===== src/rtl/time_display_pkg.sv =====
// rtl/time_display_pkg.sv - segment patterns, edit modes and digit index type for the time display
package time_display_pkg;

  // Patterns are {g,f,e,d,c,b,a}, active-low.
  localparam logic [6:0] SEG_0     = 7'b1000000;
  localparam logic [6:0] SEG_1     = 7'b1111001;
  localparam logic [6:0] SEG_2     = 7'b0100100;
  localparam logic [6:0] SEG_3     = 7'b0110000;
  localparam logic [6:0] SEG_4     = 7'b0011001;
  localparam logic [6:0] SEG_5     = 7'b0010010;
  localparam logic [6:0] SEG_6     = 7'b0000010;
  localparam logic [6:0] SEG_7     = 7'b1111000;
  localparam logic [6:0] SEG_8     = 7'b0000000;
  localparam logic [6:0] SEG_9     = 7'b0010000;
  localparam logic [6:0] SEG_DASH  = 7'b0111111;
  localparam logic [6:0] SEG_BLANK = 7'b1111111;

  localparam logic [2:0] MODE_NONE = 3'd0;
  localparam logic [2:0] MODE_SEC  = 3'd1;
  localparam logic [2:0] MODE_MIN  = 3'd2;
  localparam logic [2:0] MODE_HRS  = 3'd3;

  typedef logic [2:0] digit_idx_t;

  localparam digit_idx_t LAST_IDX = 3'd5;

endpackage


===== src/rtl/seg7_decode.sv =====
// rtl/seg7_decode.sv - 6-bit digit value to active-low seven-segment pattern, dash above 9
module seg7_decode
  import time_display_pkg::*;
(
  input  logic [5:0] value,
  output logic [6:0] seg
);

  always_comb begin
    seg = SEG_DASH;
    case (value)
      6'd0: seg = SEG_0;
      6'd1: seg = SEG_1;
      6'd2: seg = SEG_2;
      6'd3: seg = SEG_3;
      6'd4: seg = SEG_4;
      6'd5: seg = SEG_5;
      6'd6: seg = SEG_6;
      6'd7: seg = SEG_7;
      6'd8: seg = SEG_8;
      6'd9: seg = SEG_9;
      default: seg = SEG_DASH;
    endcase
  end

endmodule


===== src/rtl/time_display_scan.sv =====
// rtl/time_display_scan.sv - six-digit multiplexed seven-segment scanner with guard window
// and edited-field blink (blink built only when TIME_DISPLAY_BLINK_EN is defined)
module time_display_scan
  import time_display_pkg::*;
#(
  parameter int SCAN_DIV  = 100000,
  parameter int GUARD     = 16,
  parameter int BLINK_DIV = 25000000
) (
  input  logic       clk,
  input  logic       reset,
  input  logic [5:0] hrs_tens,
  input  logic [5:0] hrs_ones,
  input  logic [5:0] min_tens,
  input  logic [5:0] min_ones,
  input  logic [5:0] sec_tens,
  input  logic [5:0] sec_ones,
  input  logic [2:0] mode,
  output logic [7:0] an,
  output logic [6:0] seg,
  output logic       dp
);

  localparam int SW = (SCAN_DIV > 1) ? $clog2(SCAN_DIV) : 1;

  logic [SW-1:0] scan_cnt;
  digit_idx_t    idx;
  logic          scan_wrap;
  logic          in_guard;
  logic          edit_blank;
  logic [5:0]    digit;
  logic [6:0]    seg_next;
  logic [7:0]    an_next;
  logic          dp_next;

  assign scan_wrap = (scan_cnt == SW'(SCAN_DIV - 1));
  assign in_guard  = (scan_cnt < SW'(GUARD));

  always_ff @(posedge clk) begin
    if (reset) begin
      scan_cnt <= '0;
      idx      <= '0;
    end else if (scan_wrap) begin
      scan_cnt <= '0;
      idx      <= (idx == LAST_IDX) ? digit_idx_t'(0) : digit_idx_t'(idx + 3'd1);
    end else begin
      scan_cnt <= scan_cnt + SW'(1);
    end
  end

`ifdef TIME_DISPLAY_BLINK_EN
  localparam int BW = (BLINK_DIV > 1) ? $clog2(BLINK_DIV) : 1;

  logic [BW-1:0] blink_cnt;
  logic          phase;

  always_ff @(posedge clk) begin
    if (reset) begin
      blink_cnt <= '0;
      phase     <= 1'b0;
    end else if (blink_cnt == BW'(BLINK_DIV - 1)) begin
      blink_cnt <= '0;
      phase     <= ~phase;
    end else begin
      blink_cnt <= blink_cnt + BW'(1);
    end
  end

  // The edited pair is idx {0,1}, {2,3} or {4,5}; idx[2:1] names the pair.
  always_comb begin
    edit_blank = 1'b0;
    if (phase) begin
      case (mode)
        MODE_SEC: edit_blank = (idx[2:1] == 2'd0);
        MODE_MIN: edit_blank = (idx[2:1] == 2'd1);
        MODE_HRS: edit_blank = (idx[2:1] == 2'd2);
        default:  edit_blank = 1'b0;
      endcase
    end
  end
`else
  logic unused_mode;
  assign unused_mode = ^mode;
  assign edit_blank  = 1'b0;
`endif

  always_comb begin
    digit = sec_ones;
    case (idx)
      3'd0:    digit = sec_ones;
      3'd1:    digit = sec_tens;
      3'd2:    digit = min_ones;
      3'd3:    digit = min_tens;
      3'd4:    digit = hrs_ones;
      3'd5:    digit = hrs_tens;
      default: digit = sec_ones;
    endcase
  end

  seg7_decode u_decode (
    .value (digit),
    .seg   (seg_next)
  );

  always_comb begin
    an_next = 8'hFF;
    if (!in_guard && !edit_blank) begin
      an_next[idx] = 1'b0;
    end
    dp_next = !((idx == 3'd2) || (idx == 3'd4));
  end

  always_ff @(posedge clk) begin
    if (reset) begin
      an  <= 8'hFF;
      seg <= SEG_BLANK;
      dp  <= 1'b1;
    end else begin
      an  <= an_next;
      seg <= seg_next;
      dp  <= dp_next;
    end
  end

endmodule

===== config.mk =====
export PLATFORM = sky130hd
export DESIGN_NAME = time_display_scan
export DESIGN_NICKNAME = d
export VERILOG_FILES = /design/src/rtl/time_display_pkg.sv /design/src/rtl/seg7_decode.sv /design/src/rtl/time_display_scan.sv
export SDC_FILE = /design/constraint.sdc
export NUM_CORES = 1
export LEC_CHECK = 0
export ABC_AREA = 1
export CAP_MARGIN = 10
export CORE_UTILIZATION = 60
export CTS_BUF_LIST = sky130_fd_sc_hd__clkbuf_4 sky130_fd_sc_hd__clkbuf_8 sky130_fd_sc_hd__clkbuf_16
export DETAILED_ROUTE_END_ITERATION = 6
export DONT_BUFFER_PORTS = 1
export GPL_TIMING_DRIVEN = 0
export PLACE_DENSITY = 0.79
export SYNTH_ARGS = -nofsm -noshare
export SYNTH_HDL_FRONTEND = slang
export SYNTH_SLANG_ARGS = --single-unit

===== constraint.sdc =====
create_clock -name clk -period 2.7 [get_ports clk]
set_input_delay 0.27 -clock clk [delete_from_list [all_inputs] [get_ports clk]]
set_output_delay 0.27 -clock clk [all_outputs]
set_load 0.01 [all_outputs]

# --- Yosys cells after proc, flatten, opt, wreduce, memory -nomap -nowiden ---
# Memory sizes are Yosys's and may differ from the RTL's.
# Cells that the tools add are included.
word_totals:
  elab_cells: 32
  latch_bits: 0
  memories: 1
  output_inout_bits: 16
  mem_bits_ro: 112
  in_bits: 41
  mem_bits_rw: 0
  register_bits: 36
mem_list:
  columns: ["memory", "words", "width", "read_ports", "rd_clocked_by_memory_dff", "wr", "line", "source"]
  rows:
  - ["(no name shown)", 16, 7, 1, 0, 0, "seg7_decode.sv:11", "case (value)"]
op_classes:
  n_reduce_logical: 7
  order_cmp: 3
  muxes: 5
  div_mod_pow: 0
  eq_ne: 6
  n_addsub: 2
  shifts: 0
  bitwise_logic: 2
  multipliers: 0
ops:
  columns: ["operator", "count"]
  rows:
  - ["$pmux W6 S5", 1]
  - ["$add A17 B1 Y17 const B", 1]
  - ["$eq A17 B17 Y1 const B", 1]
  - ["$lt A17 B5 Y1 const B", 1]
  - ["$not A8 Y8", 1]
  - ["$mux W7", 1]
  - ["$eq A3 B2 Y1 const B", 2]
  - ["$eq A3 B3 Y1 const B", 2]
  - ["$reduce_or A2 Y1", 3]
  - ["$lt A3 B4 Y1 const B", 1]
  - ["$add A3 B1 Y3 const B", 1]
  - ["$demux W1 S3", 1]
  - ["$eq A3 B1 Y1 const B", 1]
  - ["$ge A3 B1 Y1 const B", 1]
  - ["$mux W3", 1]
  - ["$logic_not A2 Y1", 1]
  - ["$logic_and A1 B1 Y1", 1]
  - ["$logic_not A1 Y1", 1]
  - ["$logic_or A1 B1 Y1", 1]
  - ["$mux W1", 1]
  - ["$not A1 Y1", 1]

# --- Depth between registers and ports, before layout ---
depth:
  depth_word: 5
  depth_mapped: 14
  ltp_nobuf: 13

# --- Cells and area by module ---
# Synthesis repeated with hierarchy kept, for this count alone.
unflattened:
  hier_cells: 299
  area_unflattened_um2: 2030.7
modules_own_cells:
  columns: ["mod", "n_inst", "cells_each", "area_per_inst_um2"]
  rows:
  - ["time_display_scan", 1, 259, 1800.5]
  - ["seg7_decode", 1, 40, 230.2]

# --- Worst setup path after synthesis ---
# Ideal clock, no wire load.
synth_timing:
  kind: "reg2reg"
  startpoint: "register idx[1]"
  endpoint: "register seg[4]"
  setup_slack_ps: 612
  path_buffers: 1
  stages_incl_launch_ff: 13
  arrival_time_ps: 1966
  period_less_slack_ps: 2088
  cell_sequence: "dfxtp_1 -> inv_2 -> buf_6 -> ha_1 -> inv_1 -> nand2_4 -> nand2_1 -> inv_1 -> a21oi_1 -> ha_1 -> nand3_1 -> nand3_1 -> nand3b_1"
synth_via:
  elab_chain_len: 5
synth_lines:
  columns: ["item", "line", "source"]
  rows:
  - ["start: declaration", "time_display_scan.sv:27", "digit_idx_t idx;"]
  - ["start signal: assignment", "time_display_scan.sv:45", "idx <= (idx == LAST_IDX) ? digit_idx_t'(0) : digit_idx_t'(idx + 3'd1);"]
  - ["$eq A3 B3 Y1 (tied with other cells)", "time_display_scan.sv:89", "case (idx)"]
  - ["$pmux W6 S5 *", "time_display_scan.sv:89", null]
  - ["parallel branches: the longest is 3 deep, another holds $mem_v2 Z16 W7", null, null]
  - ["end signal: assignment", "time_display_scan.sv:120", "seg <= seg_next;"]
  - ["end: declaration", "time_display_scan.sv:20", "output logic [6:0] seg,"]
# Every way passes the cells marked *.
# A chain may end at the register's enable or synchronous reset.

# --- Worst setup path in the final report ---
layout_timing:
  startpoint: "register idx[1]"
  endpoint: "register seg[3]"
# Same word-level chain as after synthesis.

==> metrics.txt <==
worst-margin pin slew 403 ps; Finished Layout Cells 335; R2R setup slack 290 ps; largest net degree at the start of global routing 13; crit path time final 2410 ps; P_int 941 uW; post-synthesis cell type count 36; clock tree from TritonCTS built; nets 340; drt drc 0; register area share after synthesis 0.356; Hold Crit Class in2reg; ant diodes 0; Power Dens Cells 529 nW/um^2; Layout fillers 271; Multi-input gate area 1160 sq um; gr ovfl total 0; status finished, final reports clean; synth warn 0; share of cells above drive strength 1 0.155; num ports 57; Sequential Power Share 0.463; H-tree levels 2; first-pass GRT wire length 6560 um; Tot Pwr 1170 uW; final setup fails 0; DP Wirelength 3170 um; Clock Skew 25.3 ps; crit-path max FO 11; Initial DRT Pass Iterations 4; depth of the worst register-to-register path 14; element type at the critical path start flip-flop; Buffers on Ports 0; Starting Density 0.648; CTS buffer count 5; Rel. slew slack 0.732; worst path arrival time 2690 ps; post-CTS setup buffers 0; detail-routed via count per cell 5.41; FF-to-FF End seg[3]; Avg Cell Area, Syn 7.18 sq um; sw frac 0.199; Logic pwr share 0.048; static leakage 0.000928 uW; VDD IR-drop max 334 uV; initial antenna violation count 0; hold depth 2; post-route setup slack 288 ps; RSZ-0062 raised after global routing false; GRT Resource Usage Total 0.242; Die Y 60.1 um; die area 3610 sq um; Synthesized Nets 332; Routed WL per cell 12.5 um; critical path type reg2reg; clock slew seen by the registers of the worst setup and hold paths 130 ps; Seq cells post-synth 36; dpl cell area 2080 sq um; initial DRC count 99; hold_sp reset; Antenna Nets Post-Route 0; root buffer selected by CTS clkbuf_4; max-slew violation count 0; Hold Path Sink seg[6]; Max Cap Violations 0; cell area after synthesis 2030 sq um; setup tns final 0 ps; Rows 20; clk sinks 36; total core area 3130 sq um; WP data required 2980 ps; reg2reg start idx[1]; Clock Tree Buf Depth 2; max frequency 415 MHz; Clk pwr share 0.489; Vias 1813; Setup WS pre-CTS 226 ps; DRT Wirelength 4190 um; routability-driven placement congestion ratio 0.872; fin area 2220 sq um; Mapped Cells 282; final hold violations 0; nature of the critical path endpoint flip-flop; dpl cells 326; Tcrit/Tclk final 0.893; Reg area 722 sq um; die width 60.1 um; number of global-route vias before repair 1499; area grow syn2layout 9.57%; switching component of the power 233 uW; Skew-Pair Late Insertion Delay 350 ps
[registers in the layout, summed over array words and instances, names as in the netlist]
signal and cells:
an 8, dp 1, idx 3, scan_cnt 17, seg 7
[power groups by stage]
stage,Sequential (uW),Combinational (uW),Clock (uW)
after floorplan,555,43.7,0
after global placement,556,51.8,0
after detailed placement,556,53.0,0
after CTS,544,56.3,578
after global routing,546,62.6,598
final,544,56.2,574
[synth_stat cells]
| master | n | share of area |
|---|---|---|
| a21oi_1 | 11 | 0.027 |
| a21oi_2 | 2 | 0.0086 |
| a21oi_4 | 1 | 0.0080 |
| a22oi_1 | 1 | 0.0037 |
| a311oi_1 | 1 | 0.0043 |
| buf_2 | 2 | 0.0049 |
| buf_4 | 2 | 0.0074 |
| buf_6 | 1 | 0.0056 |
| dfxtp_1 | 36 | 0.36 |
| ha_1 | 9 | 0.056 |
| inv_1 | 22 | 0.041 |
| inv_2 | 7 | 0.013 |
| nand2_1 | 65 | 0.12 |
| nand2_2 | 3 | 0.0093 |
| nand2_4 | 3 | 0.017 |
| nand2_8 | 1 | 0.0099 |
| nand3_1 | 21 | 0.052 |
| nand3_4 | 1 | 0.0086 |
| nand3b_1 | 1 | 0.0037 |
| nand4_1 | 11 | 0.034 |
| nand4_2 | 1 | 0.0062 |
| nor2_1 | 43 | 0.080 |
| nor2_2 | 3 | 0.0093 |
| nor2_4 | 1 | 0.0056 |
| nor3_1 | 6 | 0.015 |
| nor3_2 | 3 | 0.015 |
| nor3b_1 | 1 | 0.0037 |
| nor4_1 | 1 | 0.0031 |
| o21a_1 | 1 | 0.0037 |
| o21ai_0 | 7 | 0.017 |
| o21ai_1 | 3 | 0.0074 |
| o21ai_2 | 2 | 0.0086 |
| or2_2 | 2 | 0.0062 |
| or2_4 | 1 | 0.0043 |
| xnor2_1 | 2 | 0.0086 |
| xor2_1 | 4 | 0.017 |
[kinds of logic (layout without fill, tap and decap cells)]
logic type                 after synthesis  after routing  synth area share
xor gates and xnor gates                 6              6            0.0259
AOI/OAI and AO/OA                       29             29            0.0889
DFF                                     36             36             0.356
buffers and inverters                   34             43            0.0716
adders and majority gates                9              9            0.0556
and+or+nand+nor                        168            168             0.402
[cell type report]
class                      count  share of cell area
buffer                         5              0.0163
clock buffer                   5              0.0169
clock inverter                 3              0.0406
inverter                      29              0.0490
multi-input combinational    212               0.523
sequential                    36               0.325
tap                           44              0.0248
timing repair buffer           1             0.00451
[cells in the final DEF (no fill, tap or decap), drive strengths merged, types with 4 or more instances in the layout]
master and count:
inv 29, buf 5, clkbuf 5, nand2 72
o21ai 12, nand4 12, dfxtp 36, nor2 47
nand3 22, ha 9, xor2 4, a21oi 14
nor3 9
[what timing repair did]
action                                  4_1_cts  5_1_grt
resized for setup                             0        1
endpoints found under the setup margin        0        2
endpoints found under the hold margin         2        0
hold buffers                                  1        0
[critical path, cell delays in order, from the launching register on]
cell and delay, ps:
dfxtp_2 450, inv_2 100, buf_6 150, ha_1 290
inv_1 170, nand2_4 120, nand2_1 80, inv_1 50
a21oi_1 350, ha_1 310, inv_1 60, nand2_1 50
nand2_1 50, nand2_1 50, nand2_1 50
[per-layer routing]
metal / global-route usage / part of all wire / vias up
met5: 0 / 0 / -
met4: 0.0631 / 0.011 / 0
met3: 0.0628 / 0.074 / 9
met2: 0.358 / 0.43 / 73
met1: 0.344 / 0.48 / 798
li1: - / - / 933
[worst max path at each step]
stage	start	to	cells past startpoint
4_1_cts	idx[1]	seg[3]	14
6_report	idx[1]	seg[3]	14
2_1_floorplan	idx[1]	seg[4]	12
3_5_place_dp	idx[1]	seg[4]	12
5_1_grt	idx[1]	seg[3]	14
3_3_place_gp	idx[1]	seg[4]	12
[per-stage QoR]
stage,utilization,hold slack (ps)
after detailed placement,0.665,344
final,0.710,92.2
after CTS,0.709,85.7
after global routing,0.710,82.2
after global placement,0.665,345
after floorplan,-,339
No activity file was read; power rests on OpenSTA's default activity.
